## src/rtl/imul_issue_arb_pkg.sv

```systemverilog
// Shared types and helpers for the IMUL issue arbiter.
package imul_arb_pkg;

   // Occupancy of the shared IMUL
   typedef enum logic {
      ST_IDLE = 1'b0,
      ST_BUSY = 1'b1
   } arb_state_e;

   // Pick the IMUL occupancy for an op from its word/doubleword flag
   function automatic int unsigned lat_sel(input logic        is_word,
                                           input int unsigned lat_w,
                                           input int unsigned lat_dw);
      return is_word ? lat_w : lat_dw;
   endfunction

endpackage

```

## src/rtl/imul_issue_arb_rr_arbiter.sv

```systemverilog
// Combinational round-robin arbiter: first set request at or after ptr wins.
module rr_arbiter #(
   parameter int unsigned NUM_REQ = 2,
   parameter int unsigned PTR_W   = 1
) (
   input  logic [NUM_REQ-1:0] req,
   input  logic [PTR_W-1:0]   ptr,
   output logic [NUM_REQ-1:0] gnt
);

   logic found;

   // Scan distances 0..NUM_REQ-1 from ptr and grant the first requester
   always_comb begin
      gnt   = '0;
      found = 1'b0;
      for (int unsigned k = 0; k < NUM_REQ; k++) begin
         for (int unsigned i = 0; i < NUM_REQ; i++) begin
            if (!found && req[i] && (i == ((32'(ptr) + k) % NUM_REQ))) begin
               gnt[i] = 1'b1;
               found  = 1'b1;
            end
         end
      end
   end

endmodule

```

## src/rtl/imul_issue_arb.sv

```systemverilog
// Issue arbiter sharing one IMUL between NUM_REQ scheduler ports.
// Optional feature: define IMUL_ARB_PERF_EN to add Perf_Issued / Perf_Stall counters.
module imul_issue_arb
   import imul_arb_pkg::*;
#(
   parameter int unsigned NUM_REQ     = 2,
   parameter int unsigned PAYLOAD_W   = 256,
   parameter int unsigned LAT_W       = 2,
   parameter int unsigned LAT_DW      = 2,
   parameter int unsigned SPEC_STATES = 8
) (
   input  logic                           clk,
   input  logic                           rst,
   input  logic                           Flush,
   input  logic                           Kill_Enable,
   input  logic [SPEC_STATES-1:0]         Kill_VKillMask,
   input  logic [NUM_REQ-1:0]             Req_Valid,
   input  logic [NUM_REQ-1:0]             Req_IsWord,
   input  logic [NUM_REQ*SPEC_STATES-1:0] Req_KillMask,
   input  logic [NUM_REQ*PAYLOAD_W-1:0]   Req_Payload,
   output logic [NUM_REQ-1:0]             Req_Ready,
   output logic                           Mul_Valid,
   output logic [PAYLOAD_W-1:0]           Mul_Payload,
   output logic                           Mul_Done,
`ifdef IMUL_ARB_PERF_EN
   output logic [31:0]                    Perf_Issued,
   output logic [31:0]                    Perf_Stall,
`endif
   output logic [((NUM_REQ > 1) ? $clog2(NUM_REQ) : 1)-1:0] Mul_ReqId
);

   localparam int unsigned RID_W   = (NUM_REQ > 1) ? $clog2(NUM_REQ) : 1;
   localparam int unsigned LAT_MAX = (LAT_W > LAT_DW) ? LAT_W : LAT_DW;
   localparam int unsigned CNT_W   = $clog2(LAT_MAX) + 1;

   arb_state_e             state, state_nxt;
   logic [CNT_W-1:0]       cnt, cnt_nxt;
   logic [RID_W-1:0]       rr_ptr;
   logic [SPEC_STATES-1:0] inflight_mask;
   logic [NUM_REQ-1:0]     eligible, grant;
   logic                   kill_inflight, last_cyc, can_accept, accept;
   logic [RID_W-1:0]       gidx;
   logic [PAYLOAD_W-1:0]   sel_payload;
   logic [SPEC_STATES-1:0] sel_mask;
   logic                   sel_word;

   // A port competes only if it is valid and not being killed this cycle
   always_comb begin
      eligible = '0;
      for (int unsigned i = 0; i < NUM_REQ; i++) begin
         eligible[i] = Req_Valid[i] &
                       ~(Kill_Enable & (|(Req_KillMask[i*SPEC_STATES +: SPEC_STATES] & Kill_VKillMask)));
      end
   end

   rr_arbiter #(
      .NUM_REQ (NUM_REQ),
      .PTR_W   (RID_W)
   ) u_rr_arbiter (
      .req (eligible),
      .ptr (rr_ptr),
      .gnt (grant)
   );

   assign kill_inflight = (state == ST_BUSY) & Kill_Enable & (|(inflight_mask & Kill_VKillMask));
   assign last_cyc      = (state == ST_BUSY) & (cnt == CNT_W'(1));
   assign can_accept    = ~rst & ~Flush & ~kill_inflight & ((state == ST_IDLE) | last_cyc);
   assign accept        = |Req_Ready;

   // Steer the granted port's fields
   always_comb begin
      gidx        = '0;
      sel_payload = '0;
      sel_mask    = '0;
      sel_word    = 1'b0;
      for (int unsigned i = 0; i < NUM_REQ; i++) begin
         if (grant[i]) begin
            gidx        = RID_W'(i);
            sel_payload = Req_Payload[i*PAYLOAD_W +: PAYLOAD_W];
            sel_mask    = Req_KillMask[i*SPEC_STATES +: SPEC_STATES];
            sel_word    = Req_IsWord[i];
         end
      end
   end

   // FSM state and occupancy counter
   always_ff @(posedge clk) begin
      if (rst) begin
         state <= ST_IDLE;
         cnt   <= '0;
      end else begin
         state <= state_nxt;
         cnt   <= cnt_nxt;
      end
   end

   // Next state: flush/kill drop the op, accept (re)loads, otherwise count down
   always_comb begin
      state_nxt = state;
      cnt_nxt   = cnt;
      if (Flush || kill_inflight) begin
         state_nxt = ST_IDLE;
         cnt_nxt   = '0;
      end else if (accept) begin
         state_nxt = ST_BUSY;
         cnt_nxt   = CNT_W'(lat_sel(sel_word, LAT_W, LAT_DW));
      end else if (state == ST_BUSY) begin
         cnt_nxt = cnt - CNT_W'(1);
         if (last_cyc) state_nxt = ST_IDLE;
      end
   end

   // Handshake and status outputs; all forced low while in reset
   always_comb begin
      Req_Ready = '0;
      Mul_Valid = 1'b0;
      Mul_Done  = 1'b0;
      if (can_accept) Req_Ready = grant;
      Mul_Valid = (state == ST_BUSY) & ~rst;
      Mul_Done  = last_cyc & ~kill_inflight & ~Flush & ~rst;
   end

   // Capture the granted op and advance the round-robin pointer past it
   always_ff @(posedge clk) begin
      if (rst) begin
         Mul_Payload   <= '0;
         Mul_ReqId     <= '0;
         inflight_mask <= '0;
         rr_ptr        <= '0;
      end else if (accept) begin
         Mul_Payload   <= sel_payload;
         Mul_ReqId     <= gidx;
         inflight_mask <= sel_mask;
         rr_ptr        <= (gidx == RID_W'(NUM_REQ - 1)) ? '0 : gidx + RID_W'(1);
      end
   end

`ifdef IMUL_ARB_PERF_EN
   // Issue and stall event counters, free-running with natural wrap
   always_ff @(posedge clk) begin
      if (rst) begin
         Perf_Issued <= '0;
         Perf_Stall  <= '0;
      end else begin
         if (accept) Perf_Issued <= Perf_Issued + 32'd1;
         if ((|Req_Valid) && !accept) Perf_Stall <= Perf_Stall + 32'd1;
      end
   end
`endif

endmodule

```

## config.mk

```make
export PLATFORM = sky130hd
export DESIGN_NAME = imul_issue_arb
export DESIGN_NICKNAME = d
export VERILOG_FILES = /design/src/rtl/imul_issue_arb_pkg.sv /design/src/rtl/imul_issue_arb_rr_arbiter.sv /design/src/rtl/imul_issue_arb.sv
export SDC_FILE = /design/constraint.sdc
export NUM_CORES = 1
export LEC_CHECK = 0
export ABC_CLOCK_PERIOD_IN_PS = 4600
export CAP_MARGIN = 30
export CORE_AREA = 2 2 313 315
export DETAILED_ROUTE_END_ITERATION = 10
export DIE_AREA = 0 0 315 317
export SLEW_MARGIN = 20
export SYNTH_ARGS = -nofsm -noshare
export SYNTH_HDL_FRONTEND = slang
export SYNTH_HIERARCHICAL = 1
export SYNTH_SLANG_ARGS = --single-unit
export TNS_END_PERCENT = 10
```

## constraint.sdc

```tcl
create_clock -name clk -period 4.6 [get_ports clk]
set_input_delay 0.69 -clock clk [delete_from_list [all_inputs] [get_ports clk]]
set_output_delay 0.69 -clock clk [all_outputs]
set_load 0.05 [all_outputs]
```

# == Yosys cells after proc, flatten, opt, wreduce, memory -nomap -nowiden ==
# Index checks and enable logic that the tools add are counted.
# classes
addsub,3
n_eq_ne,1
muxes,18
bitwise,24
n_reduce_logical,20
# ops
op,n
$mux W256,2
$logic_not A32 Y1,2
$and A8 B8 Y8,3
$reduce_or A8 Y1,3
$mux W8,2
$and A1 B1 Y1,14
$mux W1,11
$logic_and A1 B1 Y1,7
$mux W2,3
$not A1 Y1,6
$reduce_or A2 Y1,2
$reduce_or A4 Y1,1
$logic_not A1 Y1,3
$add A1 B1 Y1 const B,2
$eq A2 B1 Y1 const B,1
$reduce_bool A2 Y1,1
$sub A2 B1 Y2 const B,1
$logic_or A1 B1 Y1,1
$or A1 B1 Y1,1
# word_totals
regBits,269
output_inout_bits,261
word_cells,73

# == Logic depth before layout (Yosys ltp) ==
# logic_depth
ltp_word,22
ltp_mapped,12
mapped_depth_nobuf,8

# == Cells and area by module ==
# Netlist, hierarchy kept.
# by_module_without_submodules
mod,instances,cells_each,area_per_inst_um2,seq_area_each_um2
imul_issue_arb,1,1579,13197.7,5385.2
rr_arbiter,1,3,18.8,0.0

# == Worst setup path after synthesis ==
# Ideal clock, no wire load.
# synth_path
path_type,input to output
startpoint,in Kill_VKillMask[0]
endpoint,out Req_Ready[1]
arrival_ps,2779
t_required_ps,3910
path_slack_ps,1131
path_stages,9
cell_sequence,a22oi_1 > nand4_1 > a21boi_0 > a21boi_1 > buf_2 > clkbuf_1 > clkbuf_1 > nand2_1 > nor2_1
# synth_via
word_cells_on_any_way,32
# synth_rtl
item,line_no,source
from (decl),imul_issue_arb.sv:16,"input logic [SPEC_STATES-1:0] Kill_VKillMask,"
$and A8 B8 Y8 *,imul_issue_arb.sv:52,~(Kill_Enable & (|(Req_KillMask[i*SPEC_STATES +: SPEC_STATES] & Kill_VKillMask)));
$reduce_or A8 Y1 *,imul_issue_arb.sv:52,
$and A1 B1 Y1 *,imul_issue_arb.sv:52,
$not A1 Y1 *,imul_issue_arb.sv:52,
$and A1 B1 Y1 *,imul_issue_arb.sv:51,eligible[i] = Req_Valid[i] &
net eligible[1],imul_issue_arb.sv:40,"logic [NUM_REQ-1:0] eligible, grant;"
$logic_and A1 B1 Y1 (2 in a row),imul_issue_arb_rr_arbiter.sv:19,if (!found && req[i] && (i == ((32'(ptr) + k) % NUM_REQ))) begin
$mux W1,imul_issue_arb_rr_arbiter.sv:19,
$logic_not A1 Y1,imul_issue_arb_rr_arbiter.sv:19,
$logic_and A1 B1 Y1 (2 in a row),imul_issue_arb_rr_arbiter.sv:19,
$mux W1,imul_issue_arb_rr_arbiter.sv:19,
$logic_not A1 Y1,imul_issue_arb_rr_arbiter.sv:19,
$logic_and A1 B1 Y1 (2 in a row),imul_issue_arb_rr_arbiter.sv:19,
$mux W1 *,imul_issue_arb_rr_arbiter.sv:19,
net grant[1],imul_issue_arb.sv:40,
$mux W2 *,imul_issue_arb.sv:118,if (can_accept) Req_Ready = grant;
to (decl),imul_issue_arb.sv:21,"output logic [NUM_REQ-1:0] Req_Ready,"
# Mark *: on every way through the listed nets, which the timed path passes. The rest lies on a longest branch.

# == Worst setup path after layout ==
# layout_path
startpoint,in Kill_VKillMask[0]
endpoint,out Req_Ready[0]
# layout_via
elab_chain_cells,16
word_cells_on_any_way,27
# layout_lines
item,line_no
$and A8 B8 Y8 *,imul_issue_arb.sv:52
$reduce_or A8 Y1 *,imul_issue_arb.sv:52
$and A1 B1 Y1 *,imul_issue_arb.sv:52
$not A1 Y1 *,imul_issue_arb.sv:52
$and A1 B1 Y1 *,imul_issue_arb.sv:51
net eligible[0],imul_issue_arb.sv:40
$logic_and A1 B1 Y1,imul_issue_arb_rr_arbiter.sv:19
$mux W1,imul_issue_arb_rr_arbiter.sv:19
$logic_not A1 Y1,imul_issue_arb_rr_arbiter.sv:19
$logic_and A1 B1 Y1 (2 in a row),imul_issue_arb_rr_arbiter.sv:19
$mux W1,imul_issue_arb_rr_arbiter.sv:19
$logic_not A1 Y1,imul_issue_arb_rr_arbiter.sv:19
$logic_and A1 B1 Y1 (2 in a row),imul_issue_arb_rr_arbiter.sv:19
$mux W1 *,imul_issue_arb_rr_arbiter.sv:19
net grant[0],imul_issue_arb.sv:40
$mux W2 *,imul_issue_arb.sv:118
# Marks and branches as above.

==> impl_metrics.csv <==
group,metric,value,unit
outcome,status,"completed",
synth,synth_edf_count,0,
synth,async_flop_share,0,%
die,initial_core_util,13.73,%
worst_setup_path,critPathBufInv,3,
timing,finalClockSkew,0.01790,ns
cells_and_area,fin_nets,2806,
detailed_routing,drt_iter0_markers,1028,
cells_and_area,drive_above_1_share,4.645,%
synth,synth_seq_cells,269,
synth,ys.warnings.count,6,
place,portBuffers,802,
place,dp.cells,3500,
timing,slew_headroom,35.52,%
power,vdd_ir_drop_max,187.0,uV
timing,final_hold_viol_count,0,
die,core,96280,sq um
place,gp_congestion,0.8197,
detailed_routing,wl,70.98,mm
clocking,holdBufCountCts,0,
clocking,cts_sinks,269,
timing,timing.final.crit_share,78.75,%
synth,syn_avg_cell_area,8.354,sq um
detailed_routing,first_pass_iters,5,
worst_setup_path,path_delay_family,"compound AO/OA/AOI/OAI gates",
clocking,clockBufferDepth,3,
synth,ys.flop_type,"dfxtp_1",
worst_setup_path,worst-path-max-fanout,4,
detailed_routing,wl_per_cell,19.93,um
clocking,h-tree-depth,2,
synth,ys_top_cells_by_count,"dfxtp_1, a22o_1, a21oi_1, nand3_1, o21ai_0",
timing,fmax,276.1,MHz
die,chipHeight,317,um
power,power,6.533,mW
detailed_routing,vias,15390,
synth,seq_area_frac_synth,40.75,%
global_routing,overflow,0,
global_routing,grt_pass1_vias,14720,
worst_setup_path,startpoint_type,"input pin",
flow_run,drv_cap,0,
timing,report.final.slew_viol_count,0,
detailed_routing,vias_per_cell,4.322,
synth,synth.most_common_cell,"dfxtp_1",
clocking,post_cts_buffers,0,
cells_and_area,fill_cells,10620,
global_routing,grt_max_degree,146,
place,hpwl,53.08,mm
synth,syn_inst,1582,
cells_and_area,final_cells,3561,
global_routing,grt_pass1_wl,98.71,mm
worst_setup_path,endpoint_kind,"output port",
synth,synth_top_area_share,40.75,%
clocking,clkTransAtPathRegs,0.05,ns
die,placementRows,114,
cells_and_area,seq_area,5385,sq um
synth,syn_area,13220,sq um
clocking,clk_latency,0.56,ns
global_routing,grt_use_total,13.18,%
power,powerDensity,279.5,nW/um^2
timing,min_period,3.622,ns
clocking,cts_resized,0,
timing,finalSetupViolCount,0,
clocking,cts_root_buf,"clkbuf_16",
timing,finalSetupTns,0,ns
power,cellLeakagePower,7.728,nW
worst_setup_path,required,3.91,ns
synth,synth_top_cells_by_area,"dfxtp_1, a22o_1, a21oi_1",
worst_setup_path,critPathMaxStageDelay,0.47,ns
clocking,cts_made_buffers,35,
worst_setup_path,path_class,"input pin to output port",
detailed_routing,drc,0,
worst_setup_path,worstPathArrival,2.93,ns
worst_setup_path,slowest_stage,"clkdlybuf4s50_1",
timing,tightest_slew,0.9673,ns
die,die_area,99860,sq um
timing,rsz0062_at_grt,"no",
cells_and_area,multi_input_area,6643,sq um
die,die_w,315,um
synth,yosysUniqueCellTypes,31,
clocking,cts_tree,"built",
synth,synth_nets,2127,
cells_and_area,areaGrowthSynthToFinish,76.82,%
worst_setup_path,path_cells,"clkdlybuf4s50_1 > a22oi_1 > nand4_1 > a21boi_0 > a21boi_0 > buf_4 > nand3_1 > nor2_2 > buf_4",
global_routing,antenna_found_initial,15,
hold_path,hp-class,"flop to flop",
synth,yosys.area.top_type,"dfxtp_1",
die,io_pins,805,
detailed_routing,ant_nets,0,
==> report_power, final <==
part	total [mW]	leakage [nW]	switching, mW	internal, mW
sequential	2.40	2.17	0.0232	2.38
combinational	1.35	5.01	0.651	0.700
clock	2.78	0.548	1.11	1.67
total	6.53	7.73	1.78	4.75
==> final timing paths <==
path,startpoint,end,slack [ns],cells past startpoint
min reg2reg,Mul_Payload[163],Mul_Payload[163],0.47,2
max,Kill_VKillMask[0],Req_Ready[0],0.98,9
max reg2reg,inflight_mask[1],Mul_Payload[117],2.17,6
min,Mul_Payload[163],Mul_Payload[163],0.47,2
==> worst register-to-register path, stage by stage (launching register included) <==
cell and delay, ns:
dfxtp_1 0.31, a22o_1 0.25, o41a_2 0.56, buf_12 0.20, buf_12 0.27, o21ai_0 0.59, a21oi_1 0.10
==> cell usage in the layout, fill, tap and decap left out <==
master / netlist / routed
clkdlybuf4s50_1: 0 / 798
dfxtp_1: 269 / 269
a22o_1: 267 / 267
a21oi_1: 266 / 266
nand3_1: 266 / 265
o21ai_0: 204 / 204
o21ai_1: 61 / 61
clkbuf_16: 0 / 37
buf_4: 7 / 31
buf_12: 0 / 18
clkbuf_1: 118 / 10
a22oi_1: 8 / 8
nand2_1: 7 / 7
clkbuf_8: 0 / 6
inv_1: 4 / 4
nor2_1: 4 / 4
diode_2: 0 / 3
a21boi_0: 3 / 3
nand4_1: 2 / 2
bufinv_16: 0 / 2
and2_1: 1 / 1
o41a_2: 0 / 1
nand2b_1: 1 / 1
nor2_2: 1 / 1
o41ai_4: 1 / 1
nor2b_1: 2 / 1
nor2b_4: 0 / 1
or2_1: 1 / 1
and3_4: 0 / 1
nand3_4: 0 / 1
mux2i_1: 1 / 1
xor2_1: 1 / 1
o32ai_1: 1 / 1
o221a_2: 1 / 1
ha_1: 1 / 1
clkinvlp_4: 0 / 1
clkinv_2: 0 / 1
inv_6: 0 / 1
buf_8: 0 / 1
a21boi_4: 0 / 1
==> sequential cells by signal (all words and copies together) (netlist names) <==
register / count
Mul_Payload: 256
inflight_mask: 8
cnt: 2
Mul_ReqId: 1
rr_ptr: 1
state: 1
==> layer usage <==
layer  vias up  track usage, %  wire length [um]
met5         -               0                30
met4         4           4.935              2209
met3       102           4.076              6204
met2       639           22.85             34830
met1      7329           15.17             27700
li1       7317               -                 -
==> cell type report <==
| type | count | area share (%) |
|---|---|---|
| diodes | 3 | 0.03212 |
| clock buffers | 53 | 4.476 |
| clock inverters | 5 | 0.3480 |
| inverters | 4 | 0.06425 |
| multi-input cells | 1103 | 28.42 |
| flip-flops and latches | 269 | 23.04 |
| well taps | 1276 | 6.832 |
| repair buffers | 848 | 36.78 |
==> logic make-up (layout without fill, tap and decap cells) <==
group,Yosys count,count (layout),share of synthesized area [%]
simple gates,286,286,10.81
other cells,0,3,0
fa+ha+maj,1,1,0.09465
buf+inv,210,910,9.278
flops,269,269,40.75
mux,1,1,0.07574
xor+xnor,1,1,0.06628
compound gates,814,814,38.93
==> per-stage QoR <==
stage	area, sq um	util (%)	hold slack, ns	worst slack [ns]
after floorplan	13220	-	0.4536	1.131
after global placement	22240	23.09	0.4597	0.8416
after detailed placement	22240	23.09	0.4657	0.8003
after CTS	23360	24.27	0.4735	0.9125
after global routing	23360	24.27	0.4912	0.8307
final	23370	24.27	0.4718	0.9775
No activity file was read; power rests on OpenSTA's default activity.
